--- config.mk ---
export PLATFORM = sky130hd
export DESIGN_NAME = div_operand_ctrl
export DESIGN_NICKNAME = d
export VERILOG_FILES = /design/src/rtl/div_operand_ctrl.sv
export SDC_FILE = /design/constraint.sdc
export NUM_CORES = 1
export LEC_CHECK = 0
export CAP_MARGIN = 20
export CORE_MARGIN = 5
export CORE_UTILIZATION = 50
export DETAILED_ROUTE_END_ITERATION = 6
export PLACE_DENSITY = 0.83
export REMOVE_ABC_BUFFERS = 1
export SLEW_MARGIN = 20
export SYNTH_ARGS = -nofsm -noshare
export SYNTH_HDL_FRONTEND = slang
export SYNTH_SLANG_ARGS = --single-unit
--- constraint.sdc ---
create_clock -name clk -period 4.74 [get_ports clk]
set_input_delay 0.948 -clock clk [delete_from_list [all_inputs] [get_ports clk]]
set_output_delay 0.948 -clock clk [all_outputs]
set_load 0.02 [all_outputs]
--- src/rtl/div_operand_ctrl.sv ---
// div_operand_ctrl: signed/unsigned operand conditioning and result sign fix-up around an unsigned divider core.
// Define DIV_RESULT_REUSE_EN to keep the last core result and skip the core on a repeated operand pair.
module div_operand_ctrl #(
    parameter int DIV_WIDTH = 32
) (
    input  logic                         clk,
    input  logic                         rst,
    input  logic                         issue_valid,
    output logic                         issue_ready,
    input  logic [DIV_WIDTH-1:0]         issue_rs1,
    input  logic [DIV_WIDTH-1:0]         issue_rs2,
    input  logic [1:0]                   issue_op,
    input  logic [3:0]                   issue_id,
    output logic                         core_start,
    output logic [DIV_WIDTH-1:0]         core_dividend,
    output logic [DIV_WIDTH-1:0]         core_divisor,
    output logic [$clog2(DIV_WIDTH)-1:0] core_dividend_CLZ,
    output logic [$clog2(DIV_WIDTH)-1:0] core_divisor_CLZ,
    input  logic                         core_done,
    input  logic [DIV_WIDTH-1:0]         core_quotient,
    input  logic [DIV_WIDTH-1:0]         core_remainder,
    output logic                         wb_valid,
    input  logic                         wb_ack,
    output logic [DIV_WIDTH-1:0]         wb_data,
    output logic [3:0]                   wb_id
);
    localparam int LW = $clog2(DIV_WIDTH);
    typedef enum logic [1:0] {IDLE, START, WAIT, RESULT} state_t;

    state_t               state_q, state_d;
    logic [DIV_WIDTH-1:0] dvd_q, dvd_d, dvs_q, dvs_d, wb_data_q, wb_data_d;
    logic [LW-1:0]        dvd_clz_q, dvd_clz_d, dvs_clz_q, dvs_clz_d;
    logic                 neg1_q, neg1_d, neg2_q, neg2_d, rem_q, rem_d, done_q, done_d;
    logic [3:0]           id_q, id_d;
    logic                 sgn, n1, n2, ovf, dz;
    logic [DIV_WIDTH-1:0] a1, a2;
`ifdef DIV_RESULT_REUSE_EN
    logic [DIV_WIDTH-1:0] rs1_q, rs1_d, rs2_q, rs2_d, c_rs1_q, c_rs1_d, c_rs2_q, c_rs2_d;
    logic [DIV_WIDTH-1:0] c_quo_q, c_quo_d, c_rem_q, c_rem_d;
    logic                 sgn_q, sgn_d, c_sgn_q, c_sgn_d, c_vld_q, c_vld_d;
`endif

    // Zero saturates to DIV_WIDTH-1, the same count as a lone LSB.
    function automatic logic [LW-1:0] clz(input logic [DIV_WIDTH-1:0] v);
        clz = LW'(DIV_WIDTH - 1);
        for (int i = 0; i < DIV_WIDTH; i++) if (v[i]) clz = LW'(DIV_WIDTH - 1 - i);
    endfunction

    function automatic logic [DIV_WIDTH-1:0] fix(input logic [DIV_WIDTH-1:0] q, r, input logic s1, s2, rem);
        return rem ? (s1 ? -r : r) : ((s1 ^ s2) ? -q : q);
    endfunction

    assign sgn = ~issue_op[0];
    assign n1  = sgn & issue_rs1[DIV_WIDTH-1];
    assign n2  = sgn & issue_rs2[DIV_WIDTH-1];
    assign a1  = n1 ? -issue_rs1 : issue_rs1;
    assign a2  = n2 ? -issue_rs2 : issue_rs2;
    assign dz  = issue_rs2 == '0;
    assign ovf = sgn && issue_rs1 == {1'b1, {(DIV_WIDTH-1){1'b0}}} && &issue_rs2;

    always_comb begin
        state_d   = state_q;
        dvd_d     = dvd_q;
        dvs_d     = dvs_q;
        dvd_clz_d = dvd_clz_q;
        dvs_clz_d = dvs_clz_q;
        neg1_d    = neg1_q;
        neg2_d    = neg2_q;
        rem_d     = rem_q;
        done_d    = done_q;
        id_d      = id_q;
        wb_data_d = wb_data_q;
`ifdef DIV_RESULT_REUSE_EN
        rs1_d   = rs1_q;
        rs2_d   = rs2_q;
        sgn_d   = sgn_q;
        c_rs1_d = c_rs1_q;
        c_rs2_d = c_rs2_q;
        c_sgn_d = c_sgn_q;
        c_quo_d = c_quo_q;
        c_rem_d = c_rem_q;
        c_vld_d = c_vld_q;
`endif
        case (state_q)
            IDLE: if (issue_valid) begin
                dvd_d     = a1;
                dvs_d     = a2;
                dvd_clz_d = clz(a1);
                dvs_clz_d = clz(a2);
                neg1_d    = n1;
                neg2_d    = n2;
                rem_d     = issue_op[1];
                id_d      = issue_id;
                done_d    = 1'b0;
                state_d   = (dz || ovf) ? RESULT : START;
                wb_data_d = dz ? (issue_op[1] ? issue_rs1 : '1) : (issue_op[1] ? '0 : issue_rs1);
`ifdef DIV_RESULT_REUSE_EN
                rs1_d = issue_rs1;
                rs2_d = issue_rs2;
                sgn_d = sgn;
                if (!dz && !ovf && c_vld_q && c_rs1_q == issue_rs1 && c_rs2_q == issue_rs2 && c_sgn_q == sgn) begin
                    state_d   = RESULT;
                    wb_data_d = fix(c_quo_q, c_rem_q, n1, n2, issue_op[1]);
                end
`endif
            end
            START: begin
                state_d = WAIT;
                done_d  = core_done;
            end
            WAIT: if (done_q) begin
                // Core results are valid the cycle after core_done.
                wb_data_d = fix(core_quotient, core_remainder, neg1_q, neg2_q, rem_q);
                state_d   = RESULT;
`ifdef DIV_RESULT_REUSE_EN
                c_rs1_d = rs1_q;
                c_rs2_d = rs2_q;
                c_sgn_d = sgn_q;
                c_quo_d = core_quotient;
                c_rem_d = core_remainder;
                c_vld_d = 1'b1;
`endif
            end else begin
                done_d = core_done;
            end
            RESULT: state_d = wb_ack ? IDLE : RESULT;
            default: state_d = IDLE;
        endcase
    end

    always_ff @(posedge clk or posedge rst) begin
        if (rst) begin
            state_q   <= IDLE;
            dvd_q     <= '0;
            dvs_q     <= '0;
            dvd_clz_q <= '0;
            dvs_clz_q <= '0;
            neg1_q    <= 1'b0;
            neg2_q    <= 1'b0;
            rem_q     <= 1'b0;
            done_q    <= 1'b0;
            id_q      <= '0;
            wb_data_q <= '0;
`ifdef DIV_RESULT_REUSE_EN
            rs1_q   <= '0;
            rs2_q   <= '0;
            sgn_q   <= 1'b0;
            c_rs1_q <= '0;
            c_rs2_q <= '0;
            c_sgn_q <= 1'b0;
            c_quo_q <= '0;
            c_rem_q <= '0;
            c_vld_q <= 1'b0;
`endif
        end else begin
            state_q   <= state_d;
            dvd_q     <= dvd_d;
            dvs_q     <= dvs_d;
            dvd_clz_q <= dvd_clz_d;
            dvs_clz_q <= dvs_clz_d;
            neg1_q    <= neg1_d;
            neg2_q    <= neg2_d;
            rem_q     <= rem_d;
            done_q    <= done_d;
            id_q      <= id_d;
            wb_data_q <= wb_data_d;
`ifdef DIV_RESULT_REUSE_EN
            rs1_q   <= rs1_d;
            rs2_q   <= rs2_d;
            sgn_q   <= sgn_d;
            c_rs1_q <= c_rs1_d;
            c_rs2_q <= c_rs2_d;
            c_sgn_q <= c_sgn_d;
            c_quo_q <= c_quo_d;
            c_rem_q <= c_rem_d;
            c_vld_q <= c_vld_d;
`endif
        end
    end

    assign issue_ready       = state_q == IDLE;
    assign core_start        = state_q == START;
    assign wb_valid          = state_q == RESULT;
    assign core_dividend     = dvd_q;
    assign core_divisor      = dvs_q;
    assign core_dividend_CLZ = dvd_clz_q;
    assign core_divisor_CLZ  = dvs_clz_q;
    assign wb_data           = wb_data_q;
    assign wb_id             = id_q;
endmodule

* Yosys cells after proc, flatten, opt, wreduce, memory -nomap -nowiden
Index checks and enable logic that the tools add are counted.
** Storage, ports and cells
- Register bits :: 116
- Bits of input ports :: 139
- Output and inout port bits :: 113
- Word-level logic and storage cells :: 118
** Cells by class
- $add $sub $neg :: 4
- Equal/unequal tests :: 6
- Mux-type cells :: 81
- Bitwise operators :: 4
- Reductions and logical operators :: 12
** Operator list (count)
- $mux W32 :: 10
- $mux W5 :: 60
- $neg A32 Y32 :: 4
- $pmux W32 S2 :: 1
- $eq A32 B32 Y1 const B :: 1
- $logic_not A32 Y1 :: 1
- $reduce_and A32 Y1 :: 1
- $mux W2 :: 4
- $pmux W2 S4 :: 1
- $reduce_and A2 Y1 :: 3
- $eq A2 B2 Y1 const B :: 2
- $mux W1 :: 4
- $ne A2 B2 Y1 const B :: 2
- $pmux W1 S3 :: 1
- $reduce_and A3 Y1 :: 1
- $reduce_bool A3 Y1 :: 1
- $and A1 B1 Y1 :: 2
- $eq A2 B1 Y1 const B :: 1
- $logic_and A1 B1 Y1 :: 2
- $logic_not A2 Y1 :: 1
- $reduce_bool A2 Y1 :: 1
- $logic_or A1 B1 Y1 :: 1
- $not A1 Y1 :: 1
- $xor A1 B1 Y1 :: 1

* Logic depth before layout (Yosys ltp)
Gate-level depths: netlist of the first run.
- Depth after elaboration :: 34
- Depth in mapped cells :: 12
- Mapped depth without buffers :: 10

* Least setup slack after synthesis of the first run
No wires, ideal clock.
- Path type :: input to register
- Start point :: input port issue_rs2[9]
- End point :: register dvs_clz_q[3] (netlist: core_divisor_CLZ[3])
- Setup time :: 121 ps
- Data arrival time :: 3728 ps
- Data required time :: 4619 ps
- Path slack :: 891 ps
- Stages on the path :: 11
- Path buffers :: 3
- Cells stage by stage :: buf_6 -> or4_4 -> buf_6 -> or4_4 -> buf_6 -> nor2_2 -> mux2_1 -> o31ai_4 -> nand2_1 -> or3_1 -> a22o_1
** On the way
- Longest elaborated chain between the ends :: 25
** Ends and longest elaborated chain
- start, declared :: RTL line 11 : input logic [DIV_WIDTH-1:0] issue_rs2,
- $neg A32 Y32 :: RTL line 57 : assign a2 = n2 ? -issue_rs2 : issue_rs2;
- $mux W32 * :: RTL line 57
- $mux W5 (22 in a row) :: RTL line 46 : for (int i = 0; i < DIV_WIDTH; i++) if (v[i]) clz = LW'(DIV_WIDTH - 1 - i);
- $mux W5 * :: RTL line 46
- end signal, assigned :: RTL line 160 : dvs_clz_q <= dvs_clz_d;
- end, declared :: RTL line 32 : logic [LW-1:0] dvd_clz_q, dvd_clz_d, dvs_clz_q, dvs_clz_d;
Mark *: on every way between the ends. The rest lies on a longest branch, timed or not.
A chain may end at the register's enable or synchronous reset.

* Worst setup path in the final report of the first run
- Start point :: input port issue_rs2[10]
- End point :: register dvs_clz_q[3] (netlist: core_divisor_CLZ[3])
** On the way
- Longest elaborated chain between the ends :: 24
** Ends and longest elaborated chain (RTL line)
- $neg A32 Y32 :: 57
- $mux W32 * :: 57
- $mux W5 (21 in a row) :: 46
- $mux W5 * :: 46
Marked as above.

==> run metrics, run 1 <==
hold path cells 2; maximum root-to-sink buffer count 2; Vias 9799; critical-path cell with the highest stage delay or4_4; Post-Route Hold Slack 0.476 ns; min cycle time layout 4.09 ns; clk_skew 0.00875 ns; required time of the critical path 5.04 ns; placement row count 50; total number of nets in the final design 1551; critical path endpoint category flip-flop; number of post-CTS setup repair buffers 0; Tcrit/Tclk final 86.3%; Routed WL around 31 mm; worst hold path class flip-flop to flip-flop; Crit Path Class input pin to flip-flop; synthesis-to-finish area growth 34.2%; worst slew slack as a fraction of its limit 43.0%; CP arrival 4.40 ns; leading post-synthesis cells by cell area dfrtp_1 (30%), nand2_1 (6.5%), o21ai_0 (6.2%); antenna violations before repair 0; setup TNS 0 ns; net switching fraction of the power 42.8%; TritonCTS clock tree yes; worst-margin pin slew 0.852 ns; setup repair after global routing missed its margin no; io pins 252; most instantiated flip-flop cell in the synthesis netlist dfrtp_1; via count of the first global-routing pass 9349; Post-synth ARST share 100%; number of max-capacitance violations reported 0; critical register-to-register path endpoint wb_data[23]$_DFFE_PP0P_; clock tree sinks 116; Placement Cell Area 12200 µm²; clock insertion delay at the later pin of the skew report approximately 0.42 ns; Hold Vio Cnt, Final 0; cell count of the worst reg-to-reg path 9; mean instance size in the synthesized netlist between 7 and 8 µm²; Final Worst Setup Slack 0.649 ns; peak ir drop on the vdd network approximately 0.4 mV; relative contribution of the clock network to total power 18.6%; DRC viols 0; hold buffer count at cts 0; worst reg-to-reg setup slack approximately 1.9 ns; achievable frequency 244 MHz; number of cells produced by synthesis 1195; pin count of the biggest net entering global routing 81; static power due to leakage 4.87 nW; top cell family by delay on the critical path simple AND/OR/NAND/NOR gates; wire length of the first global-routing pass 49.4 mm; result of the run finished, final reports clean; GPL Wtd Cong 0.940; Routed WL per cell 19.0 µm; Inserted Diodes 0; Setup-failing EPs final 0; core area 18700 µm²; Die Span Y approximately 150 µm; setup slack at placement between 0.3 and 0.4 ns; most frequent standard cell in the layout excluding fill and tap cells clkdlybuf4s50_1; share of cells above drive strength 1 7.78%; most used cells in the layout excluding fill and tap cells clkdlybuf4s50_1 (251), nand2_1 (163), o21ai_0 (116), dfrtp_1 (116), nor2_1 (82); count of yosys warnings during synthesis 0; portion of synthesized cell area occupied by the leading cell type 30.5%; Critical Path Most Common Cell or4_4; count of cell types in the netlist 81; power density over the cells between 500 and 600 nW/µm²; number of buffer and inverter stages on the critical path 1; number of buffer cells added on primary ports 251; Starting Density 50.9%; total clock buffers created by CTS 17; root buffer cell clkbuf_16; post_cts resized 0; kind of start point of the critical path input pin; chip width around 150 µm; Die Area ~22000 µm²; post-synthesis sequential area ratio 30.5%; maximum net fanout on the critical path 11; relative contribution of sequential cells to total power 24.6%; worst min-delay path endpoint core_divisor[19]$_DFFE_PP0P_; first-iteration detailed-routing DRC count 668; total non-filler cell area in the finished layout 12800 µm²; cell-by-cell listing of the critical path clkdlybuf4s50_1 > or4_4 > or4_4 > nor2_2 > mux2_1 > o31ai_4 > nand2_1 > or3_1 > a22o_1; Hold Path Origin core_divisor[19]$_DFFE_PP0P_; cell internal pwr 3.96 mW; Initial DRT Pass Iterations 5; Global Route Usage Sum 27.9%; Reg2Reg Launch Point state_q[0]$_DFFE_PP0P_; Comb power frac 56.8%; Largest stage delay, worst path 0.66 ns; NetSw 2.96 mW; Clk pin slew, worst setup/hold paths 0.05 ns; Cell Area, Synth approximately 9500 µm²; post-route total power a little under 7 mW; leading area contributor after synthesis dfrtp_1; Post-synth EDFFs 0; CTS H-Tree Depth 4; DRT antenna net count 0; DR vias/cell 5.95; post-DP HPWL 24.2 mm; number of storage elements in the synthesis netlist roughly 120; Max Transition Viols Final 0; grt ovf 0
## Yosys cell counts (all sizes together), types with 4 or more instances
| cell type | instances |
|---|---|
| nand2 | 164 |
| o21ai | 145 |
| dfrtp | 116 |
| nor2 | 83 |
| a21oi | 67 |
| xnor2 | 64 |
| clkbuf | 63 |
| xor2 | 63 |
| buf | 28 |
| inv | 26 |
| nor4 | 24 |
| o31ai | 24 |
| a31oi | 23 |
| nor3 | 21 |
| nand4 | 18 |
| a211oi | 17 |
| or3 | 17 |
| or4 | 17 |
| o41ai | 16 |
| mux2 | 15 |
| o211ai | 15 |
| maj3 | 14 |
| nand3 | 14 |
| nand2b | 13 |
| and2 | 11 |
| o22ai | 11 |
| a22oi | 10 |
| ha | 10 |
| nor2b | 10 |
| or2 | 8 |
| a22o | 6 |
| mux2i | 6 |
| a41oi | 5 |
| and3 | 5 |
| a21boi | 4 |
| o21a | 4 |
## power groups by stage
| stage | Combinational, mW | Sequential (mW) | Clock [mW] |
|---|---|---|---|
| final | 3.93 | 1.70 | 1.28 |
| after global routing | 4.28 | 1.76 | 1.34 |
| after CTS | 3.90 | 1.70 | 1.30 |
| after detailed placement | 3.89 | 1.72 | 0 |
| after global placement | 3.83 | 1.70 | 0 |
| after floorplan | 1.73 | 2.24 | 0 |
## per-stage QoR
stage / utilization, % / cells
4_1_cts: 68.1 / 1647
3_3_place_gp: 65.0 / 1616
3_5_place_dp: 65.0 / 1616
5_1_grt: 68.3 / 1648
6_report: 68.3 / 1648
2_1_floorplan: - / 1104
## routing by layer
layer,vias to the layer above,wire length (µm),GRT usage [%]
li1,4737,-,-
met2,446,14500,45.4
met1,4543,12600,35.1
met4,0,936,9.75
met3,73,3220,8.89
met5,-,0,0
## tightest hold or removal path: stages, from the launching register on
cell	delay, ns
dfrtp_1	0.34
nand2_1	0.05
o21ai_0	0.06
## cell families after synthesis
family | after synthesis | synth area share (%)
AND/OR/NAND/NOR | 416 | 21.9
AO/OA/AOI/OAI | 374 | 25.4
XOR/XNOR | 127 | 11.7
buffers and inverters | 117 | 5.31
flip-flops | 116 | 30.5
adder cells (fa/ha/maj) | 24 | 2.79
multiplexers | 21 | 2.45
## state kept, by name, indices dropped and copies added, names as in the netlist
name,flops
neg1_q,1
done_q,1
core_dividend_CLZ,5
core_divisor_CLZ,5
core_divisor,32
wb_data,32
wb_id,4
neg2_q,1
core_dividend,32
rem_q,1
state_q,2
## final cells by class
class | count | area (µm²)
inverter | 26 | 100
multi-input combinational | 962 | 6130
fill | 1549 | 5930
clock buffer | 22 | 474
sequential | 116 | 2900
clock inverter | 9 | 104
tap | 234 | 293
timing repair buffer | 279 | 2770
## worst max-delay path by stage
stage	end	start	cells after the start
3_3_place_gp	core_divisor_CLZ[3]$_DFFE_PP0P_	issue_rs2[10]	9
6_report	core_divisor_CLZ[3]$_DFFE_PP0P_	issue_rs2[10]	9
5_1_grt	core_dividend_CLZ[0]$_DFFE_PP0P_	issue_rs1[1]	11
2_1_floorplan	wb_data[23]$_DFFE_PP0P_	state_q[0]$_DFFE_PP0P_	6
4_1_cts	core_divisor_CLZ[3]$_DFFE_PP0P_	issue_rs2[10]	9
3_5_place_dp	core_divisor_CLZ[3]$_DFFE_PP0P_	issue_rs2[10]	9
No activity file was read; power rests on OpenSTA's default activity.
==> run 2: changes to the inputs <==
HOLD_SLACK_MARGIN = 0.15   (was unset)
==> results of run 2 <==
Final layout, timing and power as in run 1 (identical DEF).
==> run 3: changes to the inputs <==
CORE_MARGIN = unset   (was 5)
==> run 3 against run 2 <==
Clock-buffer cell count unchanged. Clock skew fell by 0.0018 ns. First-iteration DRC count down 5.8%. Critical endpoint unchanged. Largest power group unchanged. Via count is 0.61% higher. Sequential share of layout area is essentially flat.
==> run metrics, run 3 (synthesis results as in run 1) <==
number of buffer and inverter stages on the critical path 1 (unchanged); cell-by-cell listing of the critical path clkdlybuf4s50_1 > or4_1 > or4_4 > nor2_2 > mux2_1 > o31ai_4 > nand2_1 > or3_1 > a22o_1; via count of the first global-routing pass 9240 (-1.2%); worst reg-to-reg setup slack 2.01 ns (+0.07 ns); min cycle time layout 3.99 ns (-0.0972 ns); hold buffer count at cts 0 (unchanged); Initial DRT Pass Iterations 5 (unchanged); result of the run finished, final reports clean; Die Area 19600 µm² (-11%); Max Transition Viols Final 0 (unchanged); clk_skew 0.00698 ns (-0.00178 ns); DRT antenna net count 0 (unchanged); number of post-CTS setup repair buffers 0 (unchanged); first-iteration detailed-routing DRC count 629 (-5.8%); number of max-capacitance violations reported 0 (unchanged); # fillers 1587 (+2.5%); placement row count 50 (unchanged); maximum net fanout on the critical path 8 (-3); Vias 9859 (+0.61%); Die Span Y 140 µm (-5.4%); cell count of the worst reg-to-reg path 9 (unchanged); Clk pin slew, worst setup/hold paths 0.05 ns (about the same); number of buffer cells added on primary ports 251 (unchanged); relative contribution of the clock network to total power 18.8% (+0.2 points); kind of start point of the critical path input pin; DR vias/cell 5.98 (+0.49%); wire length of the first global-routing pass 48.9 mm (-0.84%); setup TNS 0 ns (unchanged); Comb power frac 56.3% (-0.5 points); grt ovf 0 (unchanged); pin count of the biggest net entering global routing 89 (+9.9%); fin util 68.4% (+0.11 points); root buffer cell clkbuf_16; TritonCTS clock tree yes; achievable frequency 250 MHz (+2.4%); Routed WL 30.6 mm (-2.3%); DRC viols 0 (unchanged); critical-path cell with the highest stage delay or4_1; Post-Route Hold Slack 0.475 ns (-0.00145 ns); worst-margin pin slew 0.883 ns (+0.0306 ns); most used cells in the layout excluding fill and tap cells clkdlybuf4s50_1 (251), nand2_1 (163), o21ai_0 (116), dfrtp_1 (116), nor2_1 (82); Crit Path Class input pin to flip-flop; CTS H-Tree Depth 4 (unchanged); GPL Wtd Cong 0.998 (+6.2%); sequential cell area 2900 µm² (unchanged); relative contribution of sequential cells to total power 24.9% (+0.3 points); hold path cells 2 (unchanged); most frequent standard cell in the layout excluding fill and tap cells clkdlybuf4s50_1; Inserted Diodes 0 (unchanged); top cell family by delay on the critical path simple AND/OR/NAND/NOR gates; Global Route Usage Sum 31.6% (+3.7 points); worst hold path class flip-flop to flip-flop; post_cts resized 0 (unchanged); antenna violations before repair 0 (unchanged); io pins 252 (unchanged); core area 18700 µm² (unchanged); required time of the critical path 5.05 ns (about the same); Tcrit/Tclk final 84.2% (-2.1 points); Starting Density 50.9% (unchanged); critical path endpoint category flip-flop; setup repair after global routing missed its margin no; static power due to leakage 4.87 nW (about the same); clock insertion delay at the later pin of the skew report 0.42 ns (about the same); NetSw 2.95 mW (-0.44%); total clock buffers created by CTS 17 (unchanged); total number of nets in the final design 1553 (+0.13%); chip width 140 µm (-5.4%); post-DP HPWL 23.3 mm (-3.7%); Hold Vio Cnt, Final 0 (unchanged); net switching fraction of the power 42.5% (-0.27 points); share of cells above drive strength 1 7.77% (-0.011 points); power density over the cells 542 nW/µm² (about the same); maximum root-to-sink buffer count 2 (unchanged); combined area of the multi-input logic cells 6130 µm² (unchanged); CP arrival 4.30 ns (-0.10 ns); cell depth of the worst setup path 9 (unchanged); peak ir drop on the vdd network 0.250 mV (-38%); clock tree sinks 116 (unchanged); Setup-failing EPs final 0 (unchanged); Routed WL per cell 18.5 µm (-2.4%); synthesis-to-finish area growth 34.4%; cell internal pwr 3.98 mW (+0.66%); worst slew slack as a fraction of its limit 40.9% (-2.0 points); Largest stage delay, worst path 0.66 ns (about the same)
## run 3: layer usage
layer	GRT usage (%)	vias to the layer above	part of all wire (%)
li1	-	4744	-
met5	0	-	0
met3	6.67	50	8.4
met1	40.2	4627	42
met2	53.4	438	48
met4	10.5	0	2.3
## run 3: tightest hold or removal path, delay by kind of cell, from the launching register on
kind / cells / cell delay, ns
DFF: 1 / 0.34
and+or+nand+nor: 2 / 0.10
## run 3: cell type report
type | count | share of cell area [%]
clock buffers | 22 | 3.55
clock inverters | 9 | 1.02
inverters | 26 | 0.782
multi-input cells | 962 | 47.9
flip-flops and latches | 116 | 22.7
well taps | 234 | 2.29
repair buffers | 281 | 21.8
## run 3: worst paths after layout
kind                                    startpoint                               to
setup / recovery                     issue_rs2[13]  core_divisor_CLZ[3]$_DFFE_PP0P_
hold / removal             wb_data[18]$_DFFE_PP0P_          wb_data[18]$_DFFE_PP0P_
setup reg to reg            state_q[0]$_DFFE_PP0P_          wb_data[29]$_DFFE_PP0P_
hold reg to reg            wb_data[18]$_DFFE_PP0P_          wb_data[18]$_DFFE_PP0P_
max in group asynchronous                      rst               done_q$_DFFE_PP0P_
min in group asynchronous                      rst             wb_id[1]$_DFFE_PP0P_
## run 3: power by group through the flow
stage               Combinational, mW  Clock [mW]  Sequential, mW
floorplan                        1.73           0            2.24
global placement                 3.78           0            1.72
detailed placement               3.84           0            1.73
CTS                              3.86        1.31            1.73
global route                     4.24        1.35            1.78
finish                           3.90        1.30            1.73
## run 3: per-stage QoR
stage	total power [mW]	instances	instance area (µm²)	setup slack (ns)
after floorplan	3.97	1104	9110	0.0864
after global placement	5.50	1618	12200	0.476
after detailed placement	5.58	1618	12200	0.405
after CTS	6.90	1649	12800	0.817
after global routing	7.37	1650	12800	0.562
final	6.93	1650	12800	0.747
